File: src/rtl/dbb_arb_pkg.sv
// Shared types and constants for the DBB read-address arbiter.
package dbb_arb_pkg;

    typedef enum logic {
        IDLE,
        ISSUE
    } arb_state_e;

    localparam logic [1:0] DBB_BURST_INCR = 2'b01;

    function automatic int unsigned clog2(input int unsigned v);
        int unsigned r;
        r = 0;
        for (int unsigned p = 1; p < v; p = p << 1) begin
            r++;
        end
        return r;
    endfunction

endpackage

File: src/rtl/dbb_rd_arbiter_if.sv
// Client-side and DBB-side read channels of the arbiter, grouped as one bundle.
interface dbb_rd_arbiter_if #(
    parameter int unsigned NUM_REQ        = 4,
    parameter int unsigned ADDR_WIDTH     = 64,
    parameter int unsigned LEN_WIDTH      = 4,
    parameter int unsigned ID_WIDTH       = 8,
    parameter int unsigned MEM_DATA_WIDTH = 512
);

    logic [NUM_REQ-1:0]            req_arvalid;
    logic [NUM_REQ*ADDR_WIDTH-1:0] req_araddr;
    logic [NUM_REQ*LEN_WIDTH-1:0]  req_arlen;
    logic [NUM_REQ-1:0]            req_arready;

    logic                          arvalid;
    logic [ADDR_WIDTH-1:0]         araddr;
    logic [LEN_WIDTH-1:0]          arlen;
    logic [2:0]                    arsize;
    logic [1:0]                    arburst;
    logic [ID_WIDTH-1:0]           arid;
    logic                          arready;

    logic                          rvalid;
    logic                          rlast;
    logic [MEM_DATA_WIDTH-1:0]     rdata;
    logic [ID_WIDTH-1:0]           rid;
    logic                          rready;

    logic [NUM_REQ-1:0]            req_rvalid;
    logic [MEM_DATA_WIDTH-1:0]     req_rdata;
    logic                          req_rlast;
    logic [NUM_REQ-1:0]            req_rready;

    logic                          rid_err;

    // Arbiter side
    modport slave (
        input  req_arvalid, req_araddr, req_arlen, arready,
        input  rvalid, rlast, rdata, rid, req_rready,
        output req_arready, arvalid, araddr, arlen, arsize, arburst, arid,
        output rready, req_rvalid, req_rdata, req_rlast, rid_err
    );

    // Environment side (clients plus DBB port)
    modport master (
        output req_arvalid, req_araddr, req_arlen, arready,
        output rvalid, rlast, rdata, rid, req_rready,
        input  req_arready, arvalid, araddr, arlen, arsize, arburst, arid,
        input  rready, req_rvalid, req_rdata, req_rlast, rid_err
    );

endinterface

File: src/rtl/dbb_rd_arbiter_rr_pick.sv
// Rotating-priority picker: first eligible client at or after ptr, wrapping.
module rr_pick #(
    parameter int unsigned NUM_REQ = 4,
    parameter int unsigned PTR_W   = 2
) (
    input  logic [NUM_REQ-1:0] elig,
    input  logic [PTR_W-1:0]   ptr,
    output logic [NUM_REQ-1:0] gnt,
    output logic               found
);

    always_comb begin
        gnt   = '0;
        found = 1'b0;
        for (int unsigned k = 0; k < NUM_REQ; k++) begin
            int unsigned idx;
            idx = (32'(ptr) + k) % NUM_REQ;
            if (!found && elig[idx]) begin
                gnt[idx] = 1'b1;
                found    = 1'b1;
            end
        end
    end

endmodule

File: src/rtl/dbb_rd_arbiter.sv
// Round-robin sharing of one DBB AR channel among read clients, with
// per-client outstanding-burst throttling and rid-based R routing.
module dbb_rd_arbiter
    import dbb_arb_pkg::*;
#(
    parameter int unsigned NUM_REQ        = 4,
    parameter int unsigned ADDR_WIDTH     = 64,
    parameter int unsigned LEN_WIDTH      = 4,
    parameter int unsigned ID_WIDTH       = 8,
    parameter int unsigned MEM_DATA_WIDTH = 512,
    parameter int unsigned MAX_OUTST      = 8
) (
    input logic            clk,
    input logic            rst,
    dbb_rd_arbiter_if.slave bus
);

    localparam int unsigned PTR_W   = clog2(NUM_REQ);
    localparam int unsigned CNT_W   = clog2(MAX_OUTST + 1);
    localparam logic [2:0]  AR_SIZE = 3'(clog2(MEM_DATA_WIDTH / 8));

    arb_state_e              state_q, state_d;
    logic [PTR_W-1:0]        ptr_q, ptr_d;
    logic [CNT_W-1:0]        outst_q [NUM_REQ];
    logic [CNT_W-1:0]        outst_d [NUM_REQ];
    logic [ADDR_WIDTH-1:0]   araddr_q, araddr_d;
    logic [LEN_WIDTH-1:0]    arlen_q, arlen_d;
    logic [ID_WIDTH-1:0]     arid_q, arid_d;
    logic                    rid_err_q, rid_err_d;

    logic [NUM_REQ-1:0]      elig, gnt, inc, dec, rvalid_route;
    logic                    found;
    logic [PTR_W-1:0]        rid_idx;
    logic                    rid_ok, rready_c, underflow;

    always_comb begin
        for (int unsigned i = 0; i < NUM_REQ; i++) begin
            elig[i] = bus.req_arvalid[i] && (outst_q[i] < CNT_W'(MAX_OUTST));
        end
    end

    rr_pick #(
        .NUM_REQ (NUM_REQ),
        .PTR_W   (PTR_W)
    ) u_pick (
        .elig  (elig),
        .ptr   (ptr_q),
        .gnt   (gnt),
        .found (found)
    );

    // R routing is purely combinational and deliberately ignores reset state.
    always_comb begin
        rid_idx  = bus.rid[PTR_W-1:0];
        rid_ok   = ((bus.rid >> PTR_W) == '0) && (32'(rid_idx) < NUM_REQ);
        rready_c = rid_ok ? bus.req_rready[rid_idx] : 1'b1;
        for (int unsigned i = 0; i < NUM_REQ; i++) begin
            rvalid_route[i] = bus.rvalid && rid_ok && (rid_idx == PTR_W'(i));
            dec[i]          = rvalid_route[i] && rready_c && bus.rlast;
        end
    end

    always_comb begin
        state_d   = state_q;
        ptr_d     = ptr_q;
        araddr_d  = araddr_q;
        arlen_d   = arlen_q;
        arid_d    = arid_q;
        inc       = '0;
        underflow = 1'b0;
        for (int unsigned i = 0; i < NUM_REQ; i++) begin
            outst_d[i] = outst_q[i];
        end

        case (state_q)
            IDLE: begin
                if (found) begin
                    state_d = ISSUE;
                    for (int unsigned i = 0; i < NUM_REQ; i++) begin
                        if (gnt[i]) begin
                            araddr_d = bus.req_araddr[i*ADDR_WIDTH +: ADDR_WIDTH];
                            arlen_d  = bus.req_arlen[i*LEN_WIDTH +: LEN_WIDTH];
                            arid_d   = ID_WIDTH'(i);
                            ptr_d    = (i == NUM_REQ - 1) ? '0 : PTR_W'(i + 1);
                        end
                    end
                end
            end
            ISSUE: begin
                if (bus.arready) begin
                    state_d = IDLE;
                    for (int unsigned i = 0; i < NUM_REQ; i++) begin
                        inc[i] = (arid_q == ID_WIDTH'(i));
                    end
                end
            end
            default: state_d = IDLE;
        endcase

        // Simultaneous issue and completion on one client cancel out.
        for (int unsigned i = 0; i < NUM_REQ; i++) begin
            case ({inc[i], dec[i]})
                2'b10: outst_d[i] = outst_q[i] + CNT_W'(1);
                2'b01: begin
                    if (outst_q[i] == '0) begin
                        underflow = 1'b1;
                    end else begin
                        outst_d[i] = outst_q[i] - CNT_W'(1);
                    end
                end
                default: outst_d[i] = outst_q[i];
            endcase
        end

        rid_err_d = rid_err_q || (bus.rvalid && !rid_ok) || underflow;
    end

    always_ff @(posedge clk) begin
        if (rst) begin
            state_q   <= IDLE;
            ptr_q     <= '0;
            araddr_q  <= '0;
            arlen_q   <= '0;
            arid_q    <= '0;
            rid_err_q <= 1'b0;
            for (int unsigned i = 0; i < NUM_REQ; i++) begin
                outst_q[i] <= '0;
            end
        end else begin
            state_q   <= state_d;
            ptr_q     <= ptr_d;
            araddr_q  <= araddr_d;
            arlen_q   <= arlen_d;
            arid_q    <= arid_d;
            rid_err_q <= rid_err_d;
            for (int unsigned i = 0; i < NUM_REQ; i++) begin
                outst_q[i] <= outst_d[i];
            end
        end
    end

    assign bus.req_arready = (state_q == IDLE) ? gnt : '0;
    assign bus.arvalid     = (state_q == ISSUE);
    assign bus.araddr      = araddr_q;
    assign bus.arlen       = arlen_q;
    assign bus.arid        = arid_q;
    assign bus.arsize      = AR_SIZE;
    assign bus.arburst     = DBB_BURST_INCR;
    assign bus.rready      = rready_c;
    assign bus.req_rvalid  = rvalid_route;
    assign bus.req_rdata   = bus.rdata;
    assign bus.req_rlast   = bus.rlast;
    assign bus.rid_err     = rid_err_q;

endmodule

File: src/flat_wrapper.sv
// flat-port wrapper written by rule: the top's interface ports become plain ports
module dbb_rd_arbiter_flat import dbb_arb_pkg::*;
#(
    parameter int unsigned NUM_REQ        = 4,
    parameter int unsigned ADDR_WIDTH     = 64,
    parameter int unsigned LEN_WIDTH      = 4,
    parameter int unsigned ID_WIDTH       = 8,
    parameter int unsigned MEM_DATA_WIDTH = 512,
    parameter int unsigned MAX_OUTST      = 8
)
  (clk, rst, bus_req_arvalid, bus_req_araddr, bus_req_arlen, bus_arready, bus_rvalid, bus_rlast, bus_rdata, bus_rid, bus_req_rready, bus_req_arready, bus_arvalid, bus_araddr, bus_arlen, bus_arsize, bus_arburst, bus_arid, bus_rready, bus_req_rvalid, bus_req_rdata, bus_req_rlast, bus_rid_err);
  dbb_rd_arbiter_if #(.NUM_REQ(NUM_REQ), .ADDR_WIDTH(ADDR_WIDTH), .LEN_WIDTH(LEN_WIDTH), .ID_WIDTH(ID_WIDTH), .MEM_DATA_WIDTH(MEM_DATA_WIDTH)) bus_i ();
  input logic clk;
  input logic rst;
  input wire logic [$bits(bus_i.req_arvalid)-1:0] bus_req_arvalid;
  input wire logic [$bits(bus_i.req_araddr)-1:0] bus_req_araddr;
  input wire logic [$bits(bus_i.req_arlen)-1:0] bus_req_arlen;
  input wire logic [$bits(bus_i.arready)-1:0] bus_arready;
  input wire logic [$bits(bus_i.rvalid)-1:0] bus_rvalid;
  input wire logic [$bits(bus_i.rlast)-1:0] bus_rlast;
  input wire logic [$bits(bus_i.rdata)-1:0] bus_rdata;
  input wire logic [$bits(bus_i.rid)-1:0] bus_rid;
  input wire logic [$bits(bus_i.req_rready)-1:0] bus_req_rready;
  output wire logic [$bits(bus_i.req_arready)-1:0] bus_req_arready;
  output wire logic [$bits(bus_i.arvalid)-1:0] bus_arvalid;
  output wire logic [$bits(bus_i.araddr)-1:0] bus_araddr;
  output wire logic [$bits(bus_i.arlen)-1:0] bus_arlen;
  output wire logic [$bits(bus_i.arsize)-1:0] bus_arsize;
  output wire logic [$bits(bus_i.arburst)-1:0] bus_arburst;
  output wire logic [$bits(bus_i.arid)-1:0] bus_arid;
  output wire logic [$bits(bus_i.rready)-1:0] bus_rready;
  output wire logic [$bits(bus_i.req_rvalid)-1:0] bus_req_rvalid;
  output wire logic [$bits(bus_i.req_rdata)-1:0] bus_req_rdata;
  output wire logic [$bits(bus_i.req_rlast)-1:0] bus_req_rlast;
  output wire logic [$bits(bus_i.rid_err)-1:0] bus_rid_err;
  assign bus_i.req_arvalid = bus_req_arvalid;
  assign bus_i.req_araddr = bus_req_araddr;
  assign bus_i.req_arlen = bus_req_arlen;
  assign bus_i.arready = bus_arready;
  assign bus_i.rvalid = bus_rvalid;
  assign bus_i.rlast = bus_rlast;
  assign bus_i.rdata = bus_rdata;
  assign bus_i.rid = bus_rid;
  assign bus_i.req_rready = bus_req_rready;
  assign bus_req_arready = bus_i.req_arready;
  assign bus_arvalid = bus_i.arvalid;
  assign bus_araddr = bus_i.araddr;
  assign bus_arlen = bus_i.arlen;
  assign bus_arsize = bus_i.arsize;
  assign bus_arburst = bus_i.arburst;
  assign bus_arid = bus_i.arid;
  assign bus_rready = bus_i.rready;
  assign bus_req_rvalid = bus_i.req_rvalid;
  assign bus_req_rdata = bus_i.req_rdata;
  assign bus_req_rlast = bus_i.req_rlast;
  assign bus_rid_err = bus_i.rid_err;
  dbb_rd_arbiter #(.NUM_REQ(NUM_REQ), .ADDR_WIDTH(ADDR_WIDTH), .LEN_WIDTH(LEN_WIDTH), .ID_WIDTH(ID_WIDTH), .MEM_DATA_WIDTH(MEM_DATA_WIDTH), .MAX_OUTST(MAX_OUTST)) u_core (.clk(clk), .rst(rst), .bus(bus_i));
endmodule
File: config.mk
export PLATFORM = sky130hd
export DESIGN_NAME = dbb_rd_arbiter_flat
export DESIGN_NICKNAME = d
export VERILOG_FILES = /design/src/rtl/dbb_arb_pkg.sv /design/src/rtl/dbb_rd_arbiter_if.sv /design/src/rtl/dbb_rd_arbiter_rr_pick.sv /design/src/rtl/dbb_rd_arbiter.sv /design/src/flat_wrapper.sv
export SDC_FILE = /design/constraint.sdc
export NUM_CORES = 1
export LEC_CHECK = 0
export BUFFER_PORTS_ARGS = -buffer_cell sky130_fd_sc_hd__buf_2
export CAP_MARGIN = 20
export CORE_AREA = 2 2 550 552
export CTS_CLUSTER_SIZE = 30
export DETAILED_ROUTE_END_ITERATION = 10
export DIE_AREA = 0 0 552 554
export GPL_TIMING_DRIVEN = 0
export HOLD_SLACK_MARGIN = 0.1
export PLACE_DENSITY = 0.3
export SKIP_CTS_REPAIR_TIMING = 1
export SLEW_MARGIN = 20
export SYNTH_ARGS = -nofsm -noshare
export SYNTH_HDL_FRONTEND = slang
export SYNTH_HIERARCHICAL = 1
export SYNTH_SLANG_ARGS = --single-unit
File: constraint.sdc
create_clock -name clk -period 3.8 [get_ports clk]
set_clock_uncertainty 0.15 [all_clocks]
set_input_delay 0 -clock clk [delete_from_list [all_inputs] [get_ports clk]]
set_output_delay 0 -clock clk [all_outputs]
set_load 0.02 [all_outputs]
==> summary.txt <==
status -> complete, no violations
Slew Limit Headroom -> 34.3%
pin count of the biggest net entering global routing -> 18
crit-path cells -> clkinvlp_4, ha_4, mux2i_4, mux2_4, a211oi_4, o2bb2ai_4, buf_6, buf_12, mux2i_2, o21ai_0, mux2i_1, a211oi_1
Initial DRC Count -> 943
post-layout util -> 8.34%
gate count of the mapped netlist -> 1308
Cell variety after synth -> 55
flops & latches, synth -> 90
final std cells w/o fill -> 6653
Final Hold Viols -> 0
crit path DAT -> 3.87 ns
row cnt -> 201
PortBufs -> 886
number of global-route vias before repair -> 13400
Yosys warnings -> 6
CTS buffer count -> 9
GRT overflow -> 0
crit end category -> flip-flop
share of cells above drive strength 1 -> 60.3%
starting density of the core -> 3.45%
CTS tree -> built
Max Buffers Root-to-Sink -> 2
Post-synth top flop -> dfxtp_1
WL per Instance -> 30.1 um
RR Startpoint -> u_core/ptr_q[0]
gr usage total -> 12.4%
Placeable Area -> 0.299 sq mm
vias per inst -> 2.36
crit path max fanout -> 13
detailed placement HPWL -> 189 mm
startpoint types -> flip-flop
Crit Path Category -> flip-flop to flip-flop
Hold WC Path Type -> input port to flip-flop
die area -> 0.306 sq mm
die width -> 552 um
Area Growth Syn to Fin -> 142%
static power due to leakage -> 10.7 nW
Max Cap Violations -> 0
Reg2Reg Depth -> 12
average cell area after synthesis -> 7.89 sq um
clk_lat worst skew -> 0.43 ns
placed cell count -> 6176
most frequent cell after synthesis -> buf_4
most frequent cells after synthesis -> buf_4, mux2i_1, nor2_1, dfxtp_1, nand2_1
Worst EP required -> 3.96 ns
count of clock tree sinks -> 90
H-Tree Depth -> 3
Routed WL -> 200 mm
DRT Pass-1 Iters -> 5
clk slew on worst S/H paths -> 0.10 ns
hold slack -> 0.0501 ns
first-pass GRT wire length -> 226 mm
slowest stage delay, CP -> 0.58 ns
Tcrit/Tclk final -> 97.6%
Setup Viol. Count Final -> 0
Worst R2R Setup Slack -> 0.09 ns
r2r endpoint -> u_core/bus.araddr[23]
Async SR Flop Fraction -> 0%
Clock Tree Root -> clkbuf_16
hold depth -> 5
sequential fraction of the synthesis area -> 17.4%
Slew @ Worst Pin -> 0.985 ns
Nets -> 3423
Slowest cell on crit path -> mux2i_2
Yosys top cell area share -> 38.1%
PD cells -> 487 mW/mm^2
Worst VDD drop -> 249 uV
Final Max Tran Viols -> 0
number of flops mapped to enable cells by yosys -> 0
largest cells by area after synthesis -> buf_4, dfxtp_1, mux2i_1
Ports -> 1410
FMAX -> 270 MHz
Residual DRC -> 0
post-route ant nets -> 0
Vias -> 15700
Hold Path End -> u_core/bus.araddr[36]
Die Height -> 554 um
antenna violations before repair -> 312
Synth area leader -> buf_4
PnR Total Power -> 0.0122 W
gpl congestion -> 1.12
worst hold start -> bus_req_araddr[164]
Syn Std Cell Area -> 0.0103 sq mm
minimum clock period -> 3.71 ns
critical path: cells and delay by family (launching register included):
kind / cells / cell delay, ns
adders and majority gates: 1 / 0.35
AOI/OAI and AO/OA: 4 / 0.69
buffers and inverters: 3 / 0.62
DFF: 1 / 0.45
muxes: 4 / 1.30
layout make-up:
class / count / area, sq um
fillers: 35200 / 274000
repair buffers: 1275 / 8470
well taps: 3958 / 4950
multi-input cells: 621 / 4800
plain buffers: 585 / 4300
flip-flops and latches: 90 / 1810
clock buffers: 10 / 239
diodes: 90 / 225
clock inverters: 6 / 82.6
inverters: 18 / 71.3
report_power, final:
group	total [W]	switching, W	leakage, nW	internal (W)
Combinational	0.00950	0.00606	9.78	0.00344
Sequential	0.00149	0.000217	0.746	0.00127
Clock	0.00116	0.000617	0.155	0.000545
metal layers:
layer  share of wire (%)  vias to the layer above  track usage, %
li1                    -                     6598               -
met1                  35                     6938            11.7
met2                  44                     1362            19.6
met3                  18                      503            12.0
met4                 2.2                      268            2.06
met5                0.97                        -           0.484
cell usage in the layout, fill, tap and decap left out, types with 23 or more instances in the layout:
| cell type | netlist | routed |
|---|---|---|
| o21ai_0 | 73 | 64 |
| buf_2 | 2 | 893 |
| diode_2 | 0 | 90 |
| nand2_1 | 79 | 79 |
| dlygate4sd3_1 | 0 | 360 |
| mux2i_1 | 148 | 114 |
| buf_4 | 524 | 541 |
| nor2_1 | 97 | 96 |
| a211oi_1 | 75 | 68 |
| mux2i_4 | 0 | 23 |
| dfxtp_1 | 90 | 88 |
through the flow:
step	worst slack (ns)	TNS, ns	cell area [sq um]
5_1_grt	-0.0139	-0.0487	24800
6_report	0.0907	0	24900
3_5_place_dp	-2.52	-165.97	20200
4_1_cts	-2.53	-167.96	20500
3_3_place_gp	-4.58	-282.57	19700
2_1_floorplan	0.186	0	10400
worst max-delay path by stage:
| stage | to | slack, ns | start |
|---|---|---|---|
| finish | u_core/bus.araddr[23] | 0.09 | u_core/ptr_q[0] |
| global route | u_core/bus.araddr[26] | -0.01 | u_core/ptr_q[0] |
| CTS | u_core/bus.araddr[57] | -2.53 | u_core/ptr_q[1] |
| detailed placement | u_core/bus.araddr[57] | -2.52 | u_core/ptr_q[1] |
| global placement | u_core/bus.araddr[63] | -4.58 | u_core/ptr_q[1] |
| floorplan | u_core/bus.araddr[29] | 0.19 | u_core/ptr_q[1] |
state kept, by name, indices dropped and copies added (netlist names):
register            count
u_core/bus.araddr      64
u_core/bus.arid         2
u_core/bus.arlen        4
u_core/bus.arvalid      1
u_core/bus.rid_err      1
u_core/outst_q         16
u_core/ptr_q            2
cells by family (layout without fill, tap and decap cells):
| logic type | count (synthesis) | in the layout | share of synthesized area [%] |
|---|---|---|---|
| buffers and inverters | 606 | 1894 | 41.2 |
| AND/OR/NAND/NOR | 247 | 247 | 11.3 |
| AO/OA/AOI/OAI | 183 | 183 | 11.5 |
| multiplexers | 155 | 155 | 15.4 |
| flip-flops | 90 | 90 | 17.4 |
| adder cells (fa/ha/maj) | 18 | 18 | 2.47 |
| XOR/XNOR | 7 | 7 | 0.594 |
| other | 2 | 101 | 0.0727 |
(Power assumes the default switching activity.)
